`config.mk`:
```
export PLATFORM = sky130hd
export DESIGN_NAME = fc_layer_sequencer
export DESIGN_NICKNAME = d
export VERILOG_FILES = /design/src/rtl/fc_layer_sequencer.sv
export SDC_FILE = /design/constraint.sdc
export NUM_CORES = 1
export LEC_CHECK = 0
export ABC_AREA = 1
export CORE_ASPECT_RATIO = 1.2
export CORE_UTILIZATION = 46
export DETAILED_ROUTE_END_ITERATION = 8
export PLACE_DENSITY_LB_ADDON = 0.25
export SETUP_SLACK_MARGIN = 0.02
export SKIP_LAST_GASP = 1
export SYNTH_ARGS = -nofsm -noshare
export SYNTH_HDL_FRONTEND = slang
export SYNTH_SLANG_ARGS = --single-unit
export TNS_END_PERCENT = 50
```
`constraint.sdc`:
```
create_clock -name clk -period 13.6 [get_ports clk]
set_input_delay 2.72 -clock clk [delete_from_list [all_inputs] [get_ports clk]]
set_output_delay 2.72 -clock clk [all_outputs]
set_load 0.01 [all_outputs]
```
`src/rtl/fc_layer_sequencer.sv`:
```
`default_nettype none
// ============================================================================
// Module  : fc_layer_sequencer
// Brief   : Drives a 4-lane MAC accumulator through one fully-connected layer
//           and writes a requantised int8 result per output neuron.
// Rev     : 1.0  initial release
// ============================================================================
module fc_layer_sequencer #(
    parameter int IN_LEN  = 784,
    parameter int OUT_LEN = 10,
    parameter int MAC_LAT = 2,
    parameter int SHIFT   = 7,
    parameter int RELU    = 1,
    parameter int FA_W    = 10,
    parameter int WA_W    = 14,
    parameter int OA_W    = 4
) (
    input  logic            clk,
    input  logic            rst,
    input  logic            start,
    output logic            busy,
    output logic            done,
    output logic [FA_W-1:0] feat_addr,
    input  logic [31:0]     feat_data,
    output logic [WA_W-1:0] wgt_addr,
    input  logic [31:0]     wgt_data,
    output logic [OA_W-1:0] bias_addr,
    input  logic [7:0]      bias_data,
    output logic            mac_en,
    output logic            mac_flush,
    output logic            mac_bias_add,
    output logic [3:0]      mac_valid,
    output logic [31:0]     mac_feature,
    output logic [31:0]     mac_weight,
    output logic [7:0]      mac_bias,
    input  logic [25:0]     mac_result,
    input  logic            mac_done,
    output logic            out_we,
    output logic [OA_W-1:0] out_addr,
    output logic [7:0]      out_data
);

    localparam int         c_WORDS     = (IN_LEN + 3) / 4;
    localparam int         c_REM       = IN_LEN % 4;
    localparam logic [3:0] c_LAST_MASK = (c_REM == 0) ? 4'hF : 4'((1 << c_REM) - 1);

    typedef enum logic [2:0] {
        S_IDLE   = 3'd0,
        S_FLUSH  = 3'd1,
        S_FEED   = 3'd2,
        S_DRAIN  = 3'd3,
        S_BIAS   = 3'd4,
        S_WAIT   = 3'd5,
        S_WRITE  = 3'd6,
        S_FINISH = 3'd7
    } state_t;

    state_t          state_q, state_d;
    logic [OA_W-1:0] neuron_q, neuron_d;
    logic [FA_W-1:0] word_q, word_d;
    logic [7:0]      cnt_q, cnt_d;
    logic [3:0]      lane_q, lane_d;

    logic            busy_q, busy_d;
    logic            done_q, done_d;
    logic [FA_W-1:0] feat_addr_q, feat_addr_d;
    logic [WA_W-1:0] wgt_addr_q, wgt_addr_d;
    logic [OA_W-1:0] bias_addr_q, bias_addr_d;
    logic            mac_en_q, mac_en_d;
    logic            mac_flush_q, mac_flush_d;
    logic            mac_bias_add_q, mac_bias_add_d;
    logic [3:0]      mac_valid_q, mac_valid_d;
    logic [31:0]     mac_feature_q, mac_feature_d;
    logic [31:0]     mac_weight_q, mac_weight_d;
    logic [7:0]      mac_bias_q, mac_bias_d;
    logic            out_we_q, out_we_d;
    logic [OA_W-1:0] out_addr_q, out_addr_d;
    logic [7:0]      out_data_q, out_data_d;

    // ReLU clamps before the shift so the saturation floor becomes 0.
    function automatic logic [7:0] requant(input logic [25:0] acc);
        logic signed [25:0] v;
        logic [7:0]         r;
        v = $signed(acc);
        if (RELU != 0 && v < 0) begin
            v = '0;
        end
        v = v >>> SHIFT;
        if (v > 26'sd127) begin
            r = 8'h7F;
        end else if (v < -26'sd128) begin
            r = 8'h80;
        end else begin
            r = v[7:0];
        end
        return r;
    endfunction

    always_comb begin
        state_d  = state_q;
        neuron_d = neuron_q;
        word_d   = word_q;
        cnt_d    = cnt_q;
        case (state_q)
            S_IDLE: begin
                if (start) begin
                    state_d  = S_FLUSH;
                    neuron_d = '0;
                end
            end
            S_FLUSH: begin
                state_d = S_FEED;
                word_d  = '0;
            end
            S_FEED: begin
                if (word_q == FA_W'(c_WORDS - 1)) begin
                    state_d = S_DRAIN;
                    cnt_d   = '0;
                end else begin
                    word_d = word_q + 1'b1;
                end
            end
            S_DRAIN: begin
                if (cnt_q == 8'(MAC_LAT)) begin
                    state_d = S_BIAS;
                end else begin
                    cnt_d = cnt_q + 1'b1;
                end
            end
            S_BIAS:  state_d = S_WAIT;
            S_WAIT: begin
                if (mac_done) begin
                    state_d = S_WRITE;
                end
            end
            S_WRITE: begin
                if (neuron_q == OA_W'(OUT_LEN - 1)) begin
                    state_d = S_FINISH;
                end else begin
                    state_d  = S_FLUSH;
                    neuron_d = neuron_q + 1'b1;
                end
            end
            S_FINISH: state_d = S_IDLE;
            default:  state_d = S_IDLE;
        endcase
    end

    // Lane mask travels two stages so it lines up with memory latency plus the data register.
    always_comb begin
        lane_d = 4'h0;
        if (state_q == S_FEED) begin
            lane_d = (word_q == FA_W'(c_WORDS - 1)) ? c_LAST_MASK : 4'hF;
        end
        mac_valid_d    = lane_q;
        mac_feature_d  = feat_data;
        mac_weight_d   = wgt_data;
        mac_bias_d     = bias_data;

        busy_d         = (state_d != S_IDLE);
        mac_en_d       = (state_d != S_IDLE);
        done_d         = (state_d == S_FINISH);
        mac_flush_d    = (state_d == S_FLUSH);
        mac_bias_add_d = (state_d == S_BIAS);
        bias_addr_d    = (state_d == S_IDLE) ? '0 : neuron_d;
        feat_addr_d    = (state_d == S_FEED) ? word_d : '0;
        wgt_addr_d     = (state_d == S_FEED)
                       ? (WA_W'(neuron_d) * WA_W'(c_WORDS) + WA_W'(word_d)) : '0;

        out_we_d       = (state_d == S_WRITE);
        out_addr_d     = out_addr_q;
        out_data_d     = out_data_q;
        if (state_d == S_WRITE) begin
            out_addr_d = neuron_d;
            out_data_d = requant(mac_result);
        end
    end

    always_ff @(posedge clk or posedge rst) begin
        if (rst) begin
            state_q        <= S_IDLE;
            neuron_q       <= '0;
            word_q         <= '0;
            cnt_q          <= '0;
            lane_q         <= '0;
            busy_q         <= 1'b0;
            done_q         <= 1'b0;
            feat_addr_q    <= '0;
            wgt_addr_q     <= '0;
            bias_addr_q    <= '0;
            mac_en_q       <= 1'b0;
            mac_flush_q    <= 1'b0;
            mac_bias_add_q <= 1'b0;
            mac_valid_q    <= '0;
            mac_feature_q  <= '0;
            mac_weight_q   <= '0;
            mac_bias_q     <= '0;
            out_we_q       <= 1'b0;
            out_addr_q     <= '0;
            out_data_q     <= '0;
        end else begin
            state_q        <= state_d;
            neuron_q       <= neuron_d;
            word_q         <= word_d;
            cnt_q          <= cnt_d;
            lane_q         <= lane_d;
            busy_q         <= busy_d;
            done_q         <= done_d;
            feat_addr_q    <= feat_addr_d;
            wgt_addr_q     <= wgt_addr_d;
            bias_addr_q    <= bias_addr_d;
            mac_en_q       <= mac_en_d;
            mac_flush_q    <= mac_flush_d;
            mac_bias_add_q <= mac_bias_add_d;
            mac_valid_q    <= mac_valid_d;
            mac_feature_q  <= mac_feature_d;
            mac_weight_q   <= mac_weight_d;
            mac_bias_q     <= mac_bias_d;
            out_we_q       <= out_we_d;
            out_addr_q     <= out_addr_d;
            out_data_q     <= out_data_d;
        end
    end

    assign busy         = busy_q;
    assign done         = done_q;
    assign feat_addr    = feat_addr_q;
    assign wgt_addr     = wgt_addr_q;
    assign bias_addr    = bias_addr_q;
    assign mac_en       = mac_en_q;
    assign mac_flush    = mac_flush_q;
    assign mac_bias_add = mac_bias_add_q;
    assign mac_valid    = mac_valid_q;
    assign mac_feature  = mac_feature_q;
    assign mac_weight   = mac_weight_q;
    assign mac_bias     = mac_bias_q;
    assign out_we       = out_we_q;
    assign out_addr     = out_addr_q;
    assign out_data     = out_data_q;

endmodule
`default_nettype wire

```
# Word level (Yosys, flattened, before mapping)
# Cells that the tools add are included.
classes:
  add_sub_neg: 4
  n_mul: 1
  n_lt_le_gt_ge: 3
  n_eq_ne: 17
  muxes: 22
  n_reduce_logical: 5
op_table:
  columns: ["operator", "count"]
  rows:
  - ["26-bit 2-to-1 mux", 2]
  - ["8-bit 2-to-1 mux", 4]
  - ["26-bit by 1-bit less-than comparator with 1-bit output (second input constant)", 1]
  - ["3-bit one-hot mux with 8 select lines", 1]
  - ["3-bit equality test (second input constant)", 7]
  - ["10-bit 2-to-1 mux", 2]
  - ["10-bit one-hot mux with 2 select lines", 1]
  - ["19-bit by 8-bit > comparator with 1-bit output (second input constant)", 1]
  - ["19-bit by 8-bit less-than comparator with 1-bit output (second input constant)", 1]
  - ["4-bit 2-to-1 mux", 4]
  - ["8-bit one-hot mux with 2 select lines", 1]
  - ["3-bit 2-to-1 mux", 5]
  - ["12-bit by 10-bit adder with 13-bit output", 1]
  - ["13-bit 2-to-1 mux", 1]
  - ["10-bit by 1-bit adder with 10-bit output (second input constant)", 1]
  - ["10-bit by 8-bit equality test with 1-bit output (second input constant)", 1]
  - ["4-bit by 6-bit multiplier with 10-bit output (second input constant)", 1]
  - ["3-bit by 2-bit equality test with 1-bit output (second input constant)", 3]
  - ["8-bit by 1-bit adder with 8-bit output (second input constant)", 1]
  - ["8-bit by 2-bit equality test with 1-bit output (second input constant)", 1]
  - ["4-bit one-hot mux with 2 select lines", 1]
  - ["3-bit by 1-bit equality test with 1-bit output (second input constant)", 2]
  - ["3-bit zero test", 2]
  - ["4-bit by 1-bit adder with 4-bit output (second input constant)", 1]
  - ["other kinds (6)", 6]
word_totals:
  reg_bits: 149
  inputBits: 102
  output_inout_bits: 122
  word_cells: 71

# Longest topological paths before layout
depth:
  depth_word: 8
  depth_mapped: 20
  mapped_depth_nobuf: 20

# Worst setup path before layout
# No wires, ideal clock.
synth_timing:
  path_kind: "in2reg"
  start: "input port start"
  end: "register wgt_addr_q[11] (netlist: wgt_addr[11])"
  setup_time_ps: 119
  arrival_time_ps: 4867
  t_required_ps: 13481
  slack_ps: 8614
  path_stages: 14
  n_path_buf: 0
  path_cell_list: "inv_1 -> nand2_1 -> nand2_1 -> a21oi_1 -> inv_1 -> ha_1 -> ha_1 -> ha_1 -> ha_1 -> inv_1 -> nor3_1 -> nand2_1 -> a21oi_1 -> nor2_1"
synth_between:
  elab_chain_cells: 5
  elab_cells_between_ends: 8
  cone_classes: "add/sub (1); mul (1); eq/ne (1); mux (5)"
synth_rtl:
  columns: ["item", "line_no", "rtl"]
  rows:
  - ["start: declaration", "20", "input logic start,"]
  - ["4-bit 2-to-1 mux", "106", "if (start) begin"]
  - ["4-bit one-hot mux with 2 select lines", "104", "case (state_q)"]
  - ["net neuron_d[2]", "59", "logic [OA_W-1:0] neuron_q, neuron_d;"]
  - ["4-bit by 6-bit multiplier with 10-bit output", "168", "? (WA_W'(neuron_d) * WA_W'(c_WORDS) + WA_W'(word_d)) : '0;"]
  - ["12-bit by 10-bit adder with 13-bit output", "168", null]
  - ["13-bit 2-to-1 mux", "168", null]
  - ["net wgt_addr_d[11]", "67", "logic [WA_W-1:0] wgt_addr_q, wgt_addr_d;"]
  - ["end signal: assignment", "210", "wgt_addr_q <= wgt_addr_d;"]
  - ["end: declaration", "67", null]
# The timed path passes the listed nets, and every way through them passes these cells.
# A chain may end at the register's enable or synchronous reset.

# Final worst setup path
# Ends and elaborated chain as after synthesis.

==> impl_metrics.ini <==
[outcome]
status = completed

[sta]
rsz0062_at_grt = no
tightest_slew_ps = 849
relSlewSlack = 0.434
layout_setup_ws_ps = 8060
fin_crit_sh = 0.407
slew_violations = 0
clock_skew_ps = 8.72
fmax_mhz = 180
finalHoldViolations = 0
setup_violations = 0
period_needed_ps = 5540
fin_setup_tns_ps = 0

[yosys]
ys_types = 34
dominantRegCellSynth = dfrtp_1
synth_edf_count = 0
synthesis.nets = 626
syn_inst = 501
async_reset_ff_frac = 1.00
syn_avg_cell_area_um2 = 10.8
yosys_register_bits = 141
yosys_warnings = 0
seq_area_frac_synth = 0.651
synth.cell_area_um2 = 5420

[clocking]
clk_root_buffer_cell = clkbuf_16
cts_made_buffers = 17
cts_max_level = 4
cts_hold_buffers = 0
worstSkewPairLatency_ps = 410
cts_buffer_depth = 2
clk_pin_slew_ps = 60
cts.sinks = 141
cts_tree = built
cts.repair.resized = 0
post_cts_buffers = 0

[setup_path]
end_kind = register
startpoint = start
start_kind = primary input
reg2reg_from = state_q[2]
critPathKind = primary input to register
crit_required_ps = 13900
arrival_ps = 5840
worstPathMaxFanout = 5

[die]
io_pins = 224
die_area_um2 = 12200
fp.dieH_um = 121
die_w_um = 101
initial_core_util = 0.471
core_area_um2 = 11500
rows = 43

[worst_hold_path]
hp-start = lane_q[2]
hold_path.class = register to register

[place]
placed_cells = 862
preCtsSetupSlack_ps = 7710
dpl_cell_area_um2 = 7700
numPortBuffers = 215
dp_hpwl_um = 9380
gp_congestion = 0.858

[pwr]
irDropWorstVdd_mv = 0.0807
leakage_uw = 0.00394
pwr_density_cell_nw_per_um2 = 158

[routing]
wl_per_cell_um = 14.6
dr.pass1.iters = 4
vias = 4302
drc_errors = 0
routed_wl_um = 13100
drtAntennaViolNets = 0
drt_iter0_drc = 248
viasPerCell = 4.81

[grt]
overflow = 0
grtUsageTotal = 0.226
grt_pass1_vias = 4327
antenna_found_initial = 0
grt_max_degree = 74
grt_pass1_wl_um = 20800

[job]
drv_cap = 0

[finish]
final_common_cell = clkdlybuf4s50_1
drive_gt1_frac = 0.0692
design_area_um2 = 8300
fillers = 824
antenna_cells = 0
utilization = 0.721
mostFrequentLayoutCells = 215 x clkdlybuf4s50_1, 141 x dfrtp_1, 94 x nand2_1
nets = 849
area_growth_pct = 53.1
layout.cells.non_filler = 894
[metal layers]
layer / vias to the layer above / wire [um] / global-route usage / share of wire
met5: - / 0 / 0 / 0
met4: 0 / 226 / 0.102 / 0.017
met3: 17 / 705 / 0.0490 / 0.054
met2: 168 / 7120 / 0.412 / 0.55
met1: 2085 / 5010 / 0.248 / 0.38
li1: 2032 / - / - / -
[cell type report]
type | instances | area [um^2] | share of cell area
Clock buffer | 20 | 437 | 0.0526
Timing Repair Buffer | 216 | 2160 | 0.260
Multi-Input combinational cell | 286 | 1570 | 0.189
Inverter | 62 | 243 | 0.0293
Sequential cell | 141 | 3530 | 0.425
Tap cell | 157 | 196 | 0.0237
Clock inverter | 12 | 163 | 0.0196
[critical path, cell delays in order]
cell,delay [ps]
clkdlybuf4s50_1,470
inv_1,40
nand2_1,90
nand2_1,110
a21oi_1,450
inv_1,200
ha_1,340
ha_1,220
ha_1,310
ha_1,330
inv_1,90
nor3_1,190
nand2_1,90
a21oi_1,130
nor2_1,60
[cells by family (layout without fill, tap and decap cells)]
kind of cell / Yosys count / after routing / share of synthesized area
flip-flops: 141 / 141 / 0.651
AO/OA/AOI/OAI: 51 / 51 / 0.0496
multiplexers: 1 / 1 / 0.00208
AND/OR/NAND/NOR: 198 / 198 / 0.163
buffers and inverters: 74 / 310 / 0.0593
other: 1 / 1 / 0.000692
XOR/XNOR: 12 / 12 / 0.0194
adder cells (fa/ha/maj): 23 / 23 / 0.0545
[metrics by stage]
| stage | power, uW | hold slack [ps] |
|---|---|---|
| after detailed placement | 848 | 341 |
| after CTS | 1320 | 354 |
| after global placement | 837 | 337 |
| after global routing | 1380 | 357 |
| after floorplan | 696 | 331 |
| final | 1310 | 350 |
[worst paths after layout]
check | endpoint | cells after the start | slack, ps
worst max-delay path | wgt_addr[11] | 15 | 8060
worst min-delay path | mac_valid[2] | 0 | 350
worst max register to register | wgt_addr[11] | 14 | 10070
worst min register to register | mac_valid[2] | 0 | 350
max in group asynchronous | mac_weight[0] | 3 | 9480
min in group asynchronous | mac_feature[29] | 2 | 2810
[synthesized netlist by cell type, types with 2 or more instances]
| cell type | n | area share |
|---|---|---|
| o22ai_1 | 4 | 0.0046 |
| nor2_2 | 4 | 0.0046 |
| o21ai_0 | 24 | 0.022 |
| o21ai_1 | 4 | 0.0037 |
| dfrtp_1 | 141 | 0.65 |
| nand2_2 | 2 | 0.0023 |
| inv_1 | 58 | 0.040 |
| xor2_1 | 7 | 0.011 |
| nand4_1 | 4 | 0.0046 |
| nor2_1 | 46 | 0.032 |
| nand2_1 | 94 | 0.065 |
| a21oi_1 | 16 | 0.015 |
| nor3_1 | 6 | 0.0055 |
| xnor2_1 | 5 | 0.0081 |
| nor3_2 | 3 | 0.0055 |
| ha_1 | 22 | 0.051 |
| nand3_1 | 30 | 0.028 |
| inv_2 | 3 | 0.0021 |
| buf_2 | 4 | 0.0037 |
| buf_4 | 7 | 0.0097 |
| nand3b_1 | 3 | 0.0042 |
| nand3_2 | 2 | 0.0037 |
[state kept, by name, summed over array words and instances (netlist names)]
register	flops
mac_weight	32
mac_flush	1
feat_addr	8
out_addr	4
mac_bias	8
out_data	8
done	1
lane_q	1
bias_addr	4
word_q	10
wgt_addr	13
mac_valid	1
mac_feature	32
cnt_q	8
out_we	1
mac_bias_add	1
neuron_q	4
mac_en	1
state_q	3
[report_power, final]
group          internal [uW]  switching (uW)  total (uW)  leakage [uW]
clock                    290             177         467      0.000285
sequential               471            33.0         504       0.00176
combinational            157             183         340       0.00189
total                    919             393        1310       0.00394
(Power assumes the default switching activity.)
